==> config.mk <==
export PLATFORM = sky130hd
export DESIGN_NAME = fp_adder_seq
export DESIGN_NICKNAME = d
export VERILOG_FILES = /design/src/rtl/fp_adder_seq.sv
export SDC_FILE = /design/constraint.sdc
export NUM_CORES = 1
export LEC_CHECK = 0
export ABC_AREA = 0
export BUFFER_PORTS_ARGS = -buffer_cell sky130_fd_sc_hd__buf_4
export CAP_MARGIN = 20
export CORE_MARGIN = 3
export CORE_UTILIZATION = 60
export DETAILED_ROUTE_END_ITERATION = 12
export PLACE_DENSITY = 0.8
export SKIP_LAST_GASP = 1
export SLEW_MARGIN = 30
export SYNTH_ARGS = -nofsm -noshare
export SYNTH_HDL_FRONTEND = slang
export SYNTH_SLANG_ARGS = --single-unit
==> constraint.sdc <==
create_clock -name clk -period 3.5 [get_ports clk]
set_clock_uncertainty 0.15 [all_clocks]
set_input_delay 0.7 -clock clk [delete_from_list [all_inputs] [get_ports clk]]
set_output_delay 0.7 -clock clk [all_outputs]
set_load 0.01 [all_outputs]
==> src/rtl/fp_adder_seq.sv <==
// Multi-cycle sign-magnitude floating-point adder with a start/ready handshake.
// Alignment and normalisation advance one bit per cycle; the result is held until the next operation.
module fp_adder_seq #(
   parameter int EXP_W  = 4,
   parameter int FRAC_W = 8,
   parameter int GUARD  = 2
) (
   input  logic              clk,
   input  logic              reset,
   input  logic              start,
   input  logic              sign1,
   input  logic              sign2,
   input  logic [EXP_W-1:0]  exp1,
   input  logic [EXP_W-1:0]  exp2,
   input  logic [FRAC_W-1:0] frac1,
   input  logic [FRAC_W-1:0] frac2,
   output logic              ready,
   output logic              done,
   output logic              sign_out,
   output logic [EXP_W-1:0]  exp_out,
   output logic [FRAC_W-1:0] frac_out,
   output logic              ovf,
   output logic              unf
);
   localparam int SW = FRAC_W + GUARD;
   localparam int AW = $clog2(SW + 1);
   localparam int CW = (AW > EXP_W) ? AW : EXP_W;

   typedef enum logic [2:0] {
      IDLE  = 3'd0,
      SORT  = 3'd1,
      ALIGN = 3'd2,
      ADD   = 3'd3,
      NORM  = 3'd4,
      DONE  = 3'd5
   } state_t;

   state_t              state_q, state_d;
   logic                s1_q, s1_d, s2_q, s2_d;
   logic [EXP_W-1:0]    e1_q, e1_d, e2_q, e2_d;
   logic [FRAC_W-1:0]   f1_q, f1_d, f2_q, f2_d;
   logic                sgn_q, sgn_d;
   logic [EXP_W-1:0]    exp_q, exp_d;
   logic [SW-1:0]       big_q, big_d, small_q, small_d;
   logic [CW-1:0]       cnt_q, cnt_d;
   logic [SW:0]         sum_q, sum_d;
   logic                sign_out_q, sign_out_d;
   logic [EXP_W-1:0]    exp_out_q, exp_out_d;
   logic [FRAC_W-1:0]   frac_out_q, frac_out_d;
   logic                ovf_q, ovf_d, unf_q, unf_d;
   logic                done_q, done_d, ready_q, ready_d;

   logic                op1_big_s;
   logic [EXP_W-1:0]    diff_s;
   logic [CW-1:0]       diff_ext_s, amt_s;

   // Operand ordering and capped alignment distance, used in SORT.
   always_comb begin
      op1_big_s  = ({e1_q, f1_q} >= {e2_q, f2_q});
      diff_s     = op1_big_s ? (e1_q - e2_q) : (e2_q - e1_q);
      diff_ext_s = CW'(diff_s);
      if (diff_ext_s > CW'(SW)) begin
         amt_s = CW'(SW);
      end else begin
         amt_s = diff_ext_s;
      end
   end

   // Next-state and datapath update for the whole operation sequence.
   always_comb begin
      state_d    = state_q;
      s1_d       = s1_q;
      s2_d       = s2_q;
      e1_d       = e1_q;
      e2_d       = e2_q;
      f1_d       = f1_q;
      f2_d       = f2_q;
      sgn_d      = sgn_q;
      exp_d      = exp_q;
      big_d      = big_q;
      small_d    = small_q;
      cnt_d      = cnt_q;
      sum_d      = sum_q;
      sign_out_d = sign_out_q;
      exp_out_d  = exp_out_q;
      frac_out_d = frac_out_q;
      ovf_d      = ovf_q;
      unf_d      = unf_q;
      case (state_q)
         IDLE: begin
            if (start) begin
               s1_d    = sign1;
               s2_d    = sign2;
               e1_d    = exp1;
               e2_d    = exp2;
               f1_d    = frac1;
               f2_d    = frac2;
               state_d = SORT;
            end else begin
               state_d = IDLE;
            end
         end
         SORT: begin
            if (op1_big_s) begin
               sgn_d   = s1_q;
               exp_d   = e1_q;
               big_d   = {f1_q, {GUARD{1'b0}}};
               small_d = {f2_q, {GUARD{1'b0}}};
            end else begin
               sgn_d   = s2_q;
               exp_d   = e2_q;
               big_d   = {f2_q, {GUARD{1'b0}}};
               small_d = {f1_q, {GUARD{1'b0}}};
            end
            cnt_d = amt_s;
            if (amt_s != {CW{1'b0}}) begin
               state_d = ALIGN;
            end else begin
               state_d = ADD;
            end
         end
         ALIGN: begin
            small_d = small_q >> 1;
            cnt_d   = cnt_q - CW'(1);
            if (cnt_q == CW'(1)) begin
               state_d = ADD;
            end else begin
               state_d = ALIGN;
            end
         end
         ADD: begin
            if (s1_q == s2_q) begin
               sum_d = {1'b0, big_q} + {1'b0, small_q};
            end else begin
               sum_d = {1'b0, big_q} - {1'b0, small_q};
            end
            state_d = NORM;
         end
         NORM: begin
            // Result registers load on entry to DONE so they are valid while done is high.
            if (sum_q == {(SW+1){1'b0}}) begin
               sign_out_d = 1'b0;
               exp_out_d  = {EXP_W{1'b0}};
               frac_out_d = {FRAC_W{1'b0}};
               ovf_d      = 1'b0;
               unf_d      = 1'b0;
               state_d    = DONE;
            end else if (sum_q[SW] && (exp_q == {EXP_W{1'b1}})) begin
               sign_out_d = sgn_q;
               exp_out_d  = {EXP_W{1'b1}};
               frac_out_d = {FRAC_W{1'b1}};
               ovf_d      = 1'b1;
               unf_d      = 1'b0;
               state_d    = DONE;
            end else if (sum_q[SW]) begin
               sign_out_d = sgn_q;
               exp_out_d  = exp_q + EXP_W'(1);
               frac_out_d = sum_q[SW:GUARD+1];
               ovf_d      = 1'b0;
               unf_d      = 1'b0;
               state_d    = DONE;
            end else if (sum_q[SW-1]) begin
               sign_out_d = sgn_q;
               exp_out_d  = exp_q;
               frac_out_d = sum_q[SW-1:GUARD];
               ovf_d      = 1'b0;
               unf_d      = 1'b0;
               state_d    = DONE;
            end else if (exp_q == {EXP_W{1'b0}}) begin
               sign_out_d = 1'b0;
               exp_out_d  = {EXP_W{1'b0}};
               frac_out_d = {FRAC_W{1'b0}};
               ovf_d      = 1'b0;
               unf_d      = 1'b1;
               state_d    = DONE;
            end else begin
               sum_d   = sum_q << 1;
               exp_d   = exp_q - EXP_W'(1);
               state_d = NORM;
            end
         end
         DONE: begin
            state_d = IDLE;
         end
         default: begin
            state_d = IDLE;
         end
      endcase
      done_d  = (state_d == DONE);
      ready_d = (state_d == IDLE);
   end

   // State, datapath and output registers.
   always_ff @(posedge clk or posedge reset) begin
      if (reset) begin
         state_q    <= IDLE;
         s1_q       <= 1'b0;
         s2_q       <= 1'b0;
         e1_q       <= {EXP_W{1'b0}};
         e2_q       <= {EXP_W{1'b0}};
         f1_q       <= {FRAC_W{1'b0}};
         f2_q       <= {FRAC_W{1'b0}};
         sgn_q      <= 1'b0;
         exp_q      <= {EXP_W{1'b0}};
         big_q      <= {SW{1'b0}};
         small_q    <= {SW{1'b0}};
         cnt_q      <= {CW{1'b0}};
         sum_q      <= {(SW+1){1'b0}};
         sign_out_q <= 1'b0;
         exp_out_q  <= {EXP_W{1'b0}};
         frac_out_q <= {FRAC_W{1'b0}};
         ovf_q      <= 1'b0;
         unf_q      <= 1'b0;
         done_q     <= 1'b0;
         ready_q    <= 1'b1;
      end else begin
         state_q    <= state_d;
         s1_q       <= s1_d;
         s2_q       <= s2_d;
         e1_q       <= e1_d;
         e2_q       <= e2_d;
         f1_q       <= f1_d;
         f2_q       <= f2_d;
         sgn_q      <= sgn_d;
         exp_q      <= exp_d;
         big_q      <= big_d;
         small_q    <= small_d;
         cnt_q      <= cnt_d;
         sum_q      <= sum_d;
         sign_out_q <= sign_out_d;
         exp_out_q  <= exp_out_d;
         frac_out_q <= frac_out_d;
         ovf_q      <= ovf_d;
         unf_q      <= unf_d;
         done_q     <= done_d;
         ready_q    <= ready_d;
      end
   end

   assign ready    = ready_q;
   assign done     = done_q;
   assign sign_out = sign_out_q;
   assign exp_out  = exp_out_q;
   assign frac_out = frac_out_q;
   assign ovf      = ovf_q;
   assign unf      = unf_q;
endmodule
# Word level (Yosys, flattened, before mapping)
# Index checks and enable logic that the tools add are counted.
[totals]
regBits = 86
latchBits = 0
ramBits = 0
mem_bits_ro = 0
inputBits = 29
output_inout_bits = 17
wordCells = 114
n_memories = 0
[op_classes]
addsub = 7
n_mul = 0
n_div = 0
n_lt_le_gt_ge = 2
eq_ne = 13
shift = 0
muxes = 54
bitwise = 0
n_reduce_logical = 16
[ops]
columns = ["cell", "count"]
rows = [
  ["$mux 4", 13],
  ["$mux 11", 4],
  ["$mux 10", 4],
  ["$mux 8", 5],
  ["$mux 1", 23],
  ["$pmux 11 s2", 1],
  ["$pmux 10 s2", 1],
  ["$pmux 4 s2", 2],
  ["$pmux 3 s5", 1],
  ["$ge 12x12->1", 1],
  ["$reduce_and 6->1", 2],
  ["$add 10x10->11", 1],
  ["$logic_not 11->1", 1],
  ["$sub 10x10->11", 1],
  ["$ne 2x2->1 const B", 5],
  ["$sub 4x1->4 const B", 2],
  ["$sub 4x4->4", 2],
  ["$eq 3x2->1 const B", 2],
  ["$eq 3x3->1 const B", 2],
  ["$logic_not 3->1", 2],
  ["$reduce_bool 2->1", 3],
  ["$reduce_bool 5->1", 1],
  ["$add 4x1->4 const B", 1],
  ["$eq 4x1->1 const B", 1],
  ["other kinds (10)", 11],
]

# Logic depth before layout (Yosys ltp)
[depth]
ltp_word = 8
ltp_mapped = 13
depth_no_buf = 13

# Worst setup path after synthesis
# Ideal clock, no wire load.
[synth_timing]
path_type = "flip-flop to flip-flop"
startpoint = "reg s2_q"
endpoint = "reg sum_q[10]"
setup_time_ns = 0.084
arrival_time_ns = 2.599
t_required_ns = 3.266
path_slack_ns = 0.668
path_stages_with_launch = 13
n_path_buf = 0
period_less_slack_ns = 2.832
path_cell_list = "dfrtp_1 -> xnor2_1 -> nor2_1 -> xor2_1 -> ha_1 -> fa_1 -> a21o_1 -> a21oi_1 -> o21bai_1 -> a21oi_1 -> o21ai_0 -> xor2_1 -> o21ai_0"
[synth_between]
elab_chain_cells = 3
[synth_rtl]
columns = ["element", "line", "text"]
rows = [
  ["start, declared", "39", "logic s1_q, s1_d, s2_q, s2_d;"],
  ["start signal, assigned", "198", "s2_q <= 1'b0;"],
  ["start signal, assigned", "219", "s2_q <= s2_d;"],
  ["$eq 1x1->1", "132", "if (s1_q == s2_q) begin"],
  ["$mux 11", "132", ""],
  ["$pmux 11 s2", "89", "case (state_q)"],
  ["end signal, assigned", "208", "sum_q <= {(SW+1){1'b0}};"],
  ["end signal, assigned", "229", "sum_q <= sum_d;"],
  ["end, declared", "46", "logic [SW:0] sum_q, sum_d;"],
]
# Every way passes these cells.
# A chain may end at the register's enable or synchronous reset.

# Worst setup path in the final report
# Same ends and word-level chain as after synthesis.

==> impl_metrics.env <==
export IMPL_drive_gt1_share_pct=16.2
export IMPL_area_growth_pct=13.3
export IMPL_gp_congestion=0.840
export IMPL_ys_flop_type="dfrtp_1"
export IMPL_syn_area_um2=4830
export IMPL_grt_start_max_net_pins=65
export IMPL_yosys_warnings=0
export IMPL_nNetsFinal=623
export IMPL_initial_core_util_pct=62.2
export IMPL_worstPathMaxFanout=4
export IMPL_syn_nets=583
export IMPL_r2r_setup_slack_ns=0.55
export IMPL_yosys_cell_count_top_type="dfrtp_1"
export IMPL_tritoncts="yes"
export IMPL_io_buffers=45
export IMPL_fin_crit_sh_pct=84.2
export IMPL_clkTransAtPathRegs_ns=0.09
export IMPL_num_vias=3881
export IMPL_yosysSeqAreaShare_pct=43.6
export IMPL_hold_buffers=0
export IMPL_diodes=0
export IMPL_cts_resized=0
export IMPL_clk_latency_ns=0.36
export IMPL_antenna_found_initial=0
export IMPL_synthCells=522
export IMPL_die_x_um=95.7
export IMPL_hold_viol=0
export IMPL_drt_iter0_markers=200
export IMPL_maxSlewHeadroom_pct=46.4
export IMPL_endpoint_kind="register"
export IMPL_dp_hpwl_um=7400
export IMPL_period_minus_slack_ns=2.95
export IMPL_grt_overflow=0
export IMPL_tightestPinTransition_ns=0.801
export IMPL_fmax_mhz=339
export IMPL_critPathLaunchType="register"
export IMPL_cts_root_buf="clkbuf_8"
export IMPL_wire_per_inst_um=15.1
export IMPL_track_usage_pct=23.6
export IMPL_cts_buffer_depth=2
export IMPL_ctsHtreeMaxLevel=3
export IMPL_synth_seq_cells=84
export IMPL_synthDistinctLibCells=53
export IMPL_die_y_um=95.7
export IMPL_setup_viol=0
export IMPL_ys_top_cells_by_count="dfrtp_1, nand2_1, o21ai_0, a21oi_1, nor2_1"
export IMPL_ant_nets=0
export IMPL_drv_cap=0
export IMPL_cts_made_buffers=9
export IMPL_status="completed"
export IMPL_final_setup_tns_ns=0
export IMPL_final_cell_count_no_fill=669
export IMPL_num_rows=32
export IMPL_pin_count=46
export IMPL_synth_top_area_cell="dfrtp_1"
export IMPL_ys_top_cells_by_area="dfrtp_1, ha_1, o21ai_0"
export IMPL_critPathKind="register to register"
export IMPL_rsz0062_at_grt="false"
export IMPL_cp_arrival_ns=3.08
export IMPL_syn_area_per_cell_um2=9.25
export IMPL_dr_pass1_iters=4
export IMPL_async_flop_share_pct=100
export IMPL_via_per_inst=5.80
export IMPL_dpl_cell_count=653
export IMPL_coreArea_um2=7770
export IMPL_die_area_um2=9160
export IMPL_synth_top_area_share_pct=43.0
export IMPL_wl_um=10100
export IMPL_worstPathRequired_ns=3.63
export IMPL_synth_edf_count=0
export IMPL_hp_class="primary input to async pin"
export IMPL_slew_viol_final=0
export IMPL_drc=0
export IMPL_numClockSinks=84
export IMPL_grt_pass1_wl_um=17000
export IMPL_post_cts_buffers=0
export IMPL_grt_pass1_vias=3701
[final timing paths]
check | from | to | depth (start not counted)
max in group asynchronous | reset | big_q[3] | 3
hold / removal | reset | done | 2
setup / recovery | s2_q | sum_q[10] | 12
setup reg to reg | s2_q | sum_q[10] | 12
hold reg to reg | frac_out[7] | frac_out[7] | 1
min in group clk | frac_out[7] | frac_out[7] | 1
[per-stage QoR]
step / setup slack (ns) / util, % / hold WS [ns] / area, um^2
floorplan: 0.487 / - / 0.301 / 4830
global placement: 0.654 / 67.7 / 0.310 / 5260
detailed placement: 0.592 / 67.8 / 0.314 / 5270
CTS: 0.562 / 70.3 / 0.262 / 5460
global route: 0.252 / 70.4 / 0.280 / 5470
finish: 0.552 / 70.4 / 0.232 / 5470
[registers in the layout, summed over array words and instances (netlist names), 8 cells and up]
name and cells:
frac_out 8, f2_q 8, f1_q 8, small_q 10, sum_q 11, big_q 8
[routing by layer]
metal	part of all wire (%)	GRT usage [%]	vias up
li1	-	-	1936
met1	46	30.7	1847
met2	49	40.3	83
met3	3.7	3.67	15
met4	1.6	8.06	0
met5	0	0	-
[worst max-delay path, stage by stage (launching register included)]
cell	delay, ns
dfrtp_1	0.44
xnor2_1	0.27
nor2_1	0.08
xor2_1	0.14
ha_1	0.21
fa_1	0.41
a21o_1	0.18
a21oi_1	0.23
o21bai_1	0.09
a21oi_1	0.21
o21ai_0	0.14
xor2_1	0.17
o21ai_0	0.15
[cell usage in the layout (no fill, tap or decap), types with 3 or more instances in the layout]
cell | Yosys | routed
nor2b_1 | 5 | 5
ha_1 | 29 | 29
fa_1 | 3 | 3
a21oi_1 | 42 | 41
o21ai_0 | 50 | 50
nor2_1 | 40 | 40
buf_4 | 2 | 53
o21ai_1 | 10 | 10
mux2i_1 | 10 | 10
o211ai_1 | 7 | 7
o22ai_1 | 5 | 5
inv_1 | 30 | 29
clkbuf_8 | 0 | 9
o21a_1 | 5 | 5
dfrtp_1 | 83 | 83
a221oi_1 | 3 | 3
a22oi_1 | 17 | 17
a31oi_1 | 4 | 4
and2_1 | 3 | 3
nand3_1 | 6 | 6
nand2_1 | 60 | 59
a211oi_1 | 3 | 3
nor3_1 | 12 | 12
xor2_1 | 9 | 9
o41ai_1 | 3 | 3
a21o_1 | 7 | 7
mux2_2 | 11 | 11
xnor2_1 | 8 | 8
nor3b_1 | 3 | 3
o21bai_1 | 3 | 3
or3_1 | 3 | 3
clkinvlp_4 | 0 | 3
[cell type report]
class	count	area (um^2)
flip-flops and latches	84	2100
clock buffers	9	124
clock inverters	7	75.1
multi-input cells	384	2520
well taps	102	128
inverters	30	118
repair buffers	53	398
fillers	623	2300
[cell families (layout without fill, tap and decap cells)]
| family | Yosys count | in the layout | share of synthesized area (%) |
|---|---|---|---|
| compound gates | 168 | 168 | 21.2 |
| mux | 22 | 22 | 4.87 |
| simple gates | 145 | 145 | 14.1 |
| flops | 84 | 84 | 43.6 |
| fa+ha+maj | 32 | 32 | 8.76 |
| buf+inv | 54 | 99 | 4.46 |
| xor+xnor | 17 | 17 | 3.08 |
Power is not shown: default switching activity piles up to over one toggle a cycle in this logic, so the estimate is an artifact.
